--- src/rtl/mips_dbg_pkg.sv ---
// Shared definitions for the MIPS debug/trace observers: trace word width and
// the capture FSM state encoding exported on state_o.
package mips_dbg_pkg;

    localparam int unsigned TRACE_W = 32;

    typedef enum logic [1:0] {
        ST_IDLE    = 2'd0,
        ST_ARMED   = 2'd1,
        ST_CAPTURE = 2'd2,
        ST_DONE    = 2'd3
    } trace_state_t;

endpackage

--- src/rtl/trace_fifo.sv ---
// Synchronous FIFO with a registered read port; a word written at edge N is
// presented on rd_data/rd_valid after edge N+1 (no fall-through).
module trace_fifo #(
    parameter int unsigned DEPTH = 16,
    parameter int unsigned WIDTH = 32
) (
    input  logic             clk,
    input  logic             reset_n,
    input  logic             push,
    input  logic [WIDTH-1:0] din,
    input  logic             pop,
    output logic             full,
    output logic             rd_valid,
    output logic [WIDTH-1:0] rd_data
);

    localparam int unsigned AW = $clog2(DEPTH);

    logic [WIDTH-1:0] mem [DEPTH];
    logic [AW:0]      wr_ptr;
    logic [AW:0]      rd_ptr;
    logic [AW:0]      rd_next;
    logic             wr_en;
    logic             empty_nx;

    always_comb begin
        full     = (wr_ptr[AW] != rd_ptr[AW]) && (wr_ptr[AW-1:0] == rd_ptr[AW-1:0]);
        wr_en    = push && !full;
        rd_next  = (pop && rd_valid) ? rd_ptr + 1'b1 : rd_ptr;
        // Compared against the pre-write pointer so this cycle's write stays hidden one cycle.
        empty_nx = (rd_next == wr_ptr);
    end

    always_ff @(posedge clk) begin
        if (wr_en)
            mem[wr_ptr[AW-1:0]] <= din;
    end

    always_ff @(posedge clk or negedge reset_n) begin
        if (!reset_n) begin
            wr_ptr   <= '0;
            rd_ptr   <= '0;
            rd_valid <= 1'b0;
            rd_data  <= '0;
        end else begin
            if (wr_en)
                wr_ptr <= wr_ptr + 1'b1;
            rd_ptr   <= rd_next;
            rd_valid <= !empty_nx;
            if (!empty_nx)
                rd_data <= mem[rd_next[AW-1:0]];
        end
    end

endmodule

--- src/rtl/mips_trace_capture.sv ---
// Trace capture for the 16-bit MIPS core: arm/trigger FSM samples {pc, alu_result}
// each clock into a FIFO drained over a valid/ready stream, with drop accounting.
module mips_trace_capture
    import mips_dbg_pkg::*;
#(
    parameter int unsigned DEPTH = 16,
    parameter int unsigned CNT_W = 16
) (
    input  logic               clk,
    input  logic               reset_n,
    input  logic [15:0]        pc,
    input  logic [15:0]        alu_result,
    input  logic               arm,
    input  logic               abort,
    input  logic               trig_en,
    input  logic [15:0]        trig_pc,
    input  logic [CNT_W-1:0]   sample_limit,
    output logic               out_valid,
    input  logic               out_ready,
    output logic [TRACE_W-1:0] out_data,
    output logic [1:0]         state_o,
    output logic [CNT_W-1:0]   captured_cnt,
    output logic [CNT_W-1:0]   dropped_cnt,
    output logic               overflow
);

    localparam logic [CNT_W-1:0] CNT_MAX = '1;

    trace_state_t     state;
    logic [CNT_W-1:0] attempt_cnt;
    logic [CNT_W-1:0] attempt_next;
    logic [CNT_W-1:0] captured_next;
    logic [CNT_W-1:0] dropped_next;
    logic             trigger;
    logic             attempt;
    logic             fifo_full;
    logic             push;
    logic             drop;
    logic             last;

    always_comb begin
        trigger = !trig_en || (pc == trig_pc);
        attempt = 1'b0;
        if (!abort && !arm)
            attempt = ((state == ST_ARMED) && trigger) || (state == ST_CAPTURE);
        push          = attempt && !fifo_full;
        drop          = attempt && fifo_full;
        attempt_next  = (attempt_cnt == CNT_MAX)  ? attempt_cnt  : attempt_cnt + 1'b1;
        captured_next = (captured_cnt == CNT_MAX) ? captured_cnt : captured_cnt + 1'b1;
        dropped_next  = (dropped_cnt == CNT_MAX)  ? dropped_cnt  : dropped_cnt + 1'b1;
        // Drops count as attempts, so the limit bounds the run length, not the stored count.
        last          = (sample_limit != '0) && (attempt_next == sample_limit);
    end

    always_ff @(posedge clk or negedge reset_n) begin
        if (!reset_n) begin
            state        <= ST_IDLE;
            attempt_cnt  <= '0;
            captured_cnt <= '0;
            dropped_cnt  <= '0;
            overflow     <= 1'b0;
        end else if (abort) begin
            state <= ST_IDLE;
        end else if (arm) begin
            state        <= ST_ARMED;
            attempt_cnt  <= '0;
            captured_cnt <= '0;
            dropped_cnt  <= '0;
            overflow     <= 1'b0;
        end else if (attempt) begin
            attempt_cnt <= attempt_next;
            if (push)
                captured_cnt <= captured_next;
            if (drop) begin
                dropped_cnt <= dropped_next;
                overflow    <= 1'b1;
            end
            state <= last ? ST_DONE : ST_CAPTURE;
        end
    end

    assign state_o = state;

    trace_fifo #(
        .DEPTH (DEPTH),
        .WIDTH (TRACE_W)
    ) u_fifo (
        .clk      (clk),
        .reset_n  (reset_n),
        .push     (push),
        .din      ({pc, alu_result}),
        .pop      (out_ready),
        .full     (fifo_full),
        .rd_valid (out_valid),
        .rd_data  (out_data)
    );

endmodule

--- config.mk ---
export PLATFORM = sky130hd
export DESIGN_NAME = mips_trace_capture
export DESIGN_NICKNAME = d
export VERILOG_FILES = /design/src/rtl/mips_dbg_pkg.sv /design/src/rtl/trace_fifo.sv /design/src/rtl/mips_trace_capture.sv
export SDC_FILE = /design/constraint.sdc
export NUM_CORES = 1
export LEC_CHECK = 0
export BUFFER_PORTS_ARGS = -buffer_cell sky130_fd_sc_hd__buf_2
export CORE_ASPECT_RATIO = 0.6
export CORE_MARGIN = 5
export CORE_UTILIZATION = 55
export CTS_BUF_LIST = sky130_fd_sc_hd__clkbuf_8
export DETAILED_ROUTE_END_ITERATION = 8
export PLACE_DENSITY = 0.81
export SLEW_MARGIN = 20
export SYNTH_ARGS = -nofsm -noshare
export SYNTH_HDL_FRONTEND = slang
export SYNTH_HIERARCHICAL = 1
export SYNTH_SLANG_ARGS = --single-unit
export TNS_END_PERCENT = 10
--- constraint.sdc ---
create_clock -name clk -period 10 [get_ports clk]
set_clock_uncertainty 0.1 [all_clocks]
set_input_delay 2 -clock clk [delete_from_list [all_inputs] [get_ports clk]]
set_output_delay 2 -clock clk [all_outputs]
set_load 0.05 [all_outputs]
==> summary.txt <==
GRT
  • Met2 Use GR: 38.3%
  • Number of global-route vias before repair: 17090
  • Met3 usage: 7.81%
  • Initial antenna violation count: 1
  • GRT overflow: 0
  • Largest net degree at the start of global routing: 85
  • Tot GR Track Use: 26.1%
  • Global-route wire length before repair: 104000 um
  • GR peak layer: met1
  • M1 GR Usage: 38.4%

Power
  • Int Pwr: 4.66 mW
  • Seq pwr share: 39.9%
  • LEAKAGE: 9.96 nW
  • Net Sw Frac: 38.2%
  • Clk pwr share: 25.0%
  • Combinational Power Share: 35.1%
  • VDD IR max: 207 uV
  • Psw: 2.88 mW
  • P per Cell Area: 258 mW/mm^2

Clock tree
  • Clock slew at reported path FFs: 60 ps
  • PostCTS Resize Cnt: 0
  • Worst skew pair latency: 650 ps
  • CTS Root Cell: clkbuf_8
  • Setup repair bufs after CTS: 0
  • CTS Sinks: 606
  • TritonCTS clock tree: yes
  • # H-tree levels: 3
  • Clk buf depth: 3
  • CTS Buf Count: 87
  • Hold-fix buffers, CTS: 0

Synthesis
  • Most instantiated cells after synthesis: edfxtp_1 (512), nand3_1 (187), o21ai_0 (127)
  • Syn Area/Cell: 14.5 um^2
  • Syn nets: 1885
  • Post-synthesis adder-cell area fraction: 0.383%
  • Synth async-reset ratio: 15.5%
  • Synthesized area: 0.0262 mm^2
  • Multiplexer area fraction after synthesis: 5.75%
  • Synth Area in XOR/XNOR: 1.84%
  • Post-Syn Instances: 1807
  • Synth area leaders: edfxtp_1 (59%), dfrtp_1 (9.0%), mux4_2 (5.5%)
  • Register bit total from synthesis: 606
  • Synth warn: 6
  • Post-synth top area share: 58.8%
  • Main combinational cell family by area after synthesis: simple AND/OR/NAND/NOR gates
  • Post-synth cell types: 74
  • EDFF count, synth: 512
  • Post-synthesis sequential area ratio: 67.8%
  • Primary FF master, synth: edfxtp_1
  • Most numerous cell in the Yosys netlist: edfxtp_1
  • Simple-gate portion of the synthesized area: 11.1%
  • Post-synthesis compound-gate area fraction: 10.4%
  • Cell taking the most area after synthesis: edfxtp_1

Routing
  • WL/cell: 26.5 um
  • Routed via count: 17800
  • Drt drc: 0
  • Detailed Route WL: 69600 um
  • Drt pass-1 iters: 5
  • DR vias/cell: 6.78
  • DRT antenna net count: 0
  • 1st-iter DRT viols: 2466

Timing
  • Minimum clock period: 6480 ps
  • Max Freq: 0.154 GHz
  • TNS Setup: 0 ps
  • Slew HR: 22.9%
  • Slew Limit Fails: 0
  • RSZ-0062 raised after global routing: false
  • Endpoints failing setup: 0
  • Fin crit share: 64.8%
  • Worst-margin pin slew: 1160 ps
  • Final hold violations: 0

Cells and area
  • FILL cells: 3274
  • Final Util: 62.6%
  • Layout area overhead: 11.7%
  • Reg area: 0.0177 mm^2
  • Multi-input logic area: 0.00791 mm^2
  • Layout cells sized above 1: 19.8%
  • Nets: 1998

Min path
  • Hold path start: u_fifo/rd_ptr[4]
  • HP Class: flop to flop

Place
  • GPL Wtd Cong: 0.932
  • Detailed Place HPWL: 41500 um
  • Port buffer count: 137

Floorplan
  • Die W: 292 um
  • Ports: 138
  • Die area: 0.0522 mm^2
  • Die height: 179 um
  • Core area: 0.0466 mm^2
  • Initial Util: 56.1%
  • Site row count: 61

Worst setup path
  • Crit end category: flop
  • Crit-path max FO: 17
  • CP startpoint kind: input port
  • Start point of the critical path: pc[1]
  • Crit path arrival time: 6690 ps
  • Crit Reg-Reg Startpoint: u_fifo/rd_ptr[0]
  • CP Class: input port to flop
  • Critical Path RT: 10210 ps

Flow run
  • Max-Cap Viols: 0

Run status
  • Status: complete, no violations
power by group through the flow:
stage / logic (mW) / registers (mW) / clock network, mW
finish: 2.65 / 3.01 / 1.89
global route: 2.77 / 3.02 / 2.03
floorplan: 1.57 / 3.22 / 0
detailed placement: 2.54 / 3.06 / 0
CTS: 2.55 / 3.01 / 1.91
global placement: 2.46 / 3.05 / 0
state kept, by name, indices dropped and copies added (netlist names):
signal	count
u_fifo/wr_ptr	5
captured_cnt	16
u_fifo/rd_data	32
attempt_cnt	16
dropped_cnt	16
u_fifo/rd_ptr	5
state_o	2
overflow	1
u_fifo/mem	512
u_fifo/rd_valid	1
layer usage:
layer / share of wire, % / vias to the layer above
met5: 0 / -
met4: 2.5 / 0
met3: 13 / 144
met2: 44 / 1210
met1: 41 / 8893
li1: - / 7553
layout by cell type (no fill, tap or decap), types with 4 or more instances in the layout:
cell / netlist / layout
a2111o_1: 32 / 32
a21oi_1: 39 / 39
a22o_1: 4 / 4
a22oi_1: 33 / 33
a31oi_1: 45 / 43
a32oi_1: 34 / 34
a41oi_1: 38 / 38
and2_1: 4 / 4
and3_1: 44 / 44
and4_1: 6 / 6
buf_16: 0 / 4
buf_2: 24 / 136
buf_4: 6 / 30
clkbuf_8: 0 / 96
clkinv_1: 0 / 12
clkinv_2: 0 / 12
dfrtp_1: 94 / 93
edfxtp_1: 512 / 512
ha_1: 8 / 8
inv_1: 16 / 49
mux2i_1: 4 / 4
mux4_2: 64 / 64
nand2_1: 48 / 48
nand3_1: 187 / 187
nand3b_1: 34 / 34
nand4_1: 12 / 12
nor2_1: 35 / 23
nor2_4: 0 / 12
nor3_1: 18 / 14
nor3_2: 0 / 4
nor3b_1: 36 / 36
nor4_1: 47 / 47
o21ai_0: 127 / 127
o31ai_1: 13 / 13
or3_1: 13 / 13
or4_1: 7 / 7
xnor2_1: 27 / 26
xor2_1: 22 / 22
stage by stage:
stage	instances	power, mW	setup slack [ps]	hold slack (ps)	instance area, um^2
floorplan	1807	4.79	3310	383	26200
global placement	2456	5.51	2980	391	27400
detailed placement	2456	5.59	2850	406	27400
CTS	2618	7.47	3520	421	29100
global route	2624	7.83	3310	444	29200
finish	2624	7.54	3520	419	29200
path summary, 6_finish.rpt:
check / slack [ps] / cells past startpoint / to
setup / recovery: 3520 / 12 / u_fifo/mem[10][22]
hold / removal: 420 / 1 / u_fifo/rd_ptr[4]
setup reg to reg: 4810 / 9 / u_fifo/rd_data[26]
hold reg to reg: 420 / 1 / u_fifo/rd_ptr[4]
max in group asynchronous: 7540 / 2 / u_fifo/rd_data[25]
min in group asynchronous: 1170 / 1 / dropped_cnt[8]
cell families (layout without fill, tap and decap cells):
| family | count (synthesis) | count (layout) |
|---|---|---|
| flip-flops | 606 | 606 |
| multiplexers | 69 | 69 |
| AO/OA/AOI/OAI | 394 | 394 |
| adder cells (fa/ha/maj) | 8 | 8 |
| XOR/XNOR | 51 | 51 |
| buffers and inverters | 166 | 352 |
| AND/OR/NAND/NOR | 513 | 513 |
| other | 0 | 1 |
worst max-delay path, cell delays in order:
cell,delay [ps]
buf_2,380
xor2_1,120
nor4_1,750
a41oi_1,450
o21ai_2,370
nand3_1,330
nor2_1,180
inv_1,50
a31oi_1,590
nand2_1,390
nor2_4,620
buf_4,440
final cells by class:
| cell class | instances | share of cell area [%] |
|---|---|---|
| sequential | 606 | 60.7 |
| multi-input combinational | 1035 | 27.1 |
| clock buffer | 96 | 4.52 |
| timing repair buffer | 172 | 3.57 |
| tap | 630 | 2.70 |
| clock inverter | 66 | 1.20 |
| inverter | 18 | 0.248 |
| antenna | 1 | 0.00857 |
No activity file was read; power rests on OpenSTA's default activity.
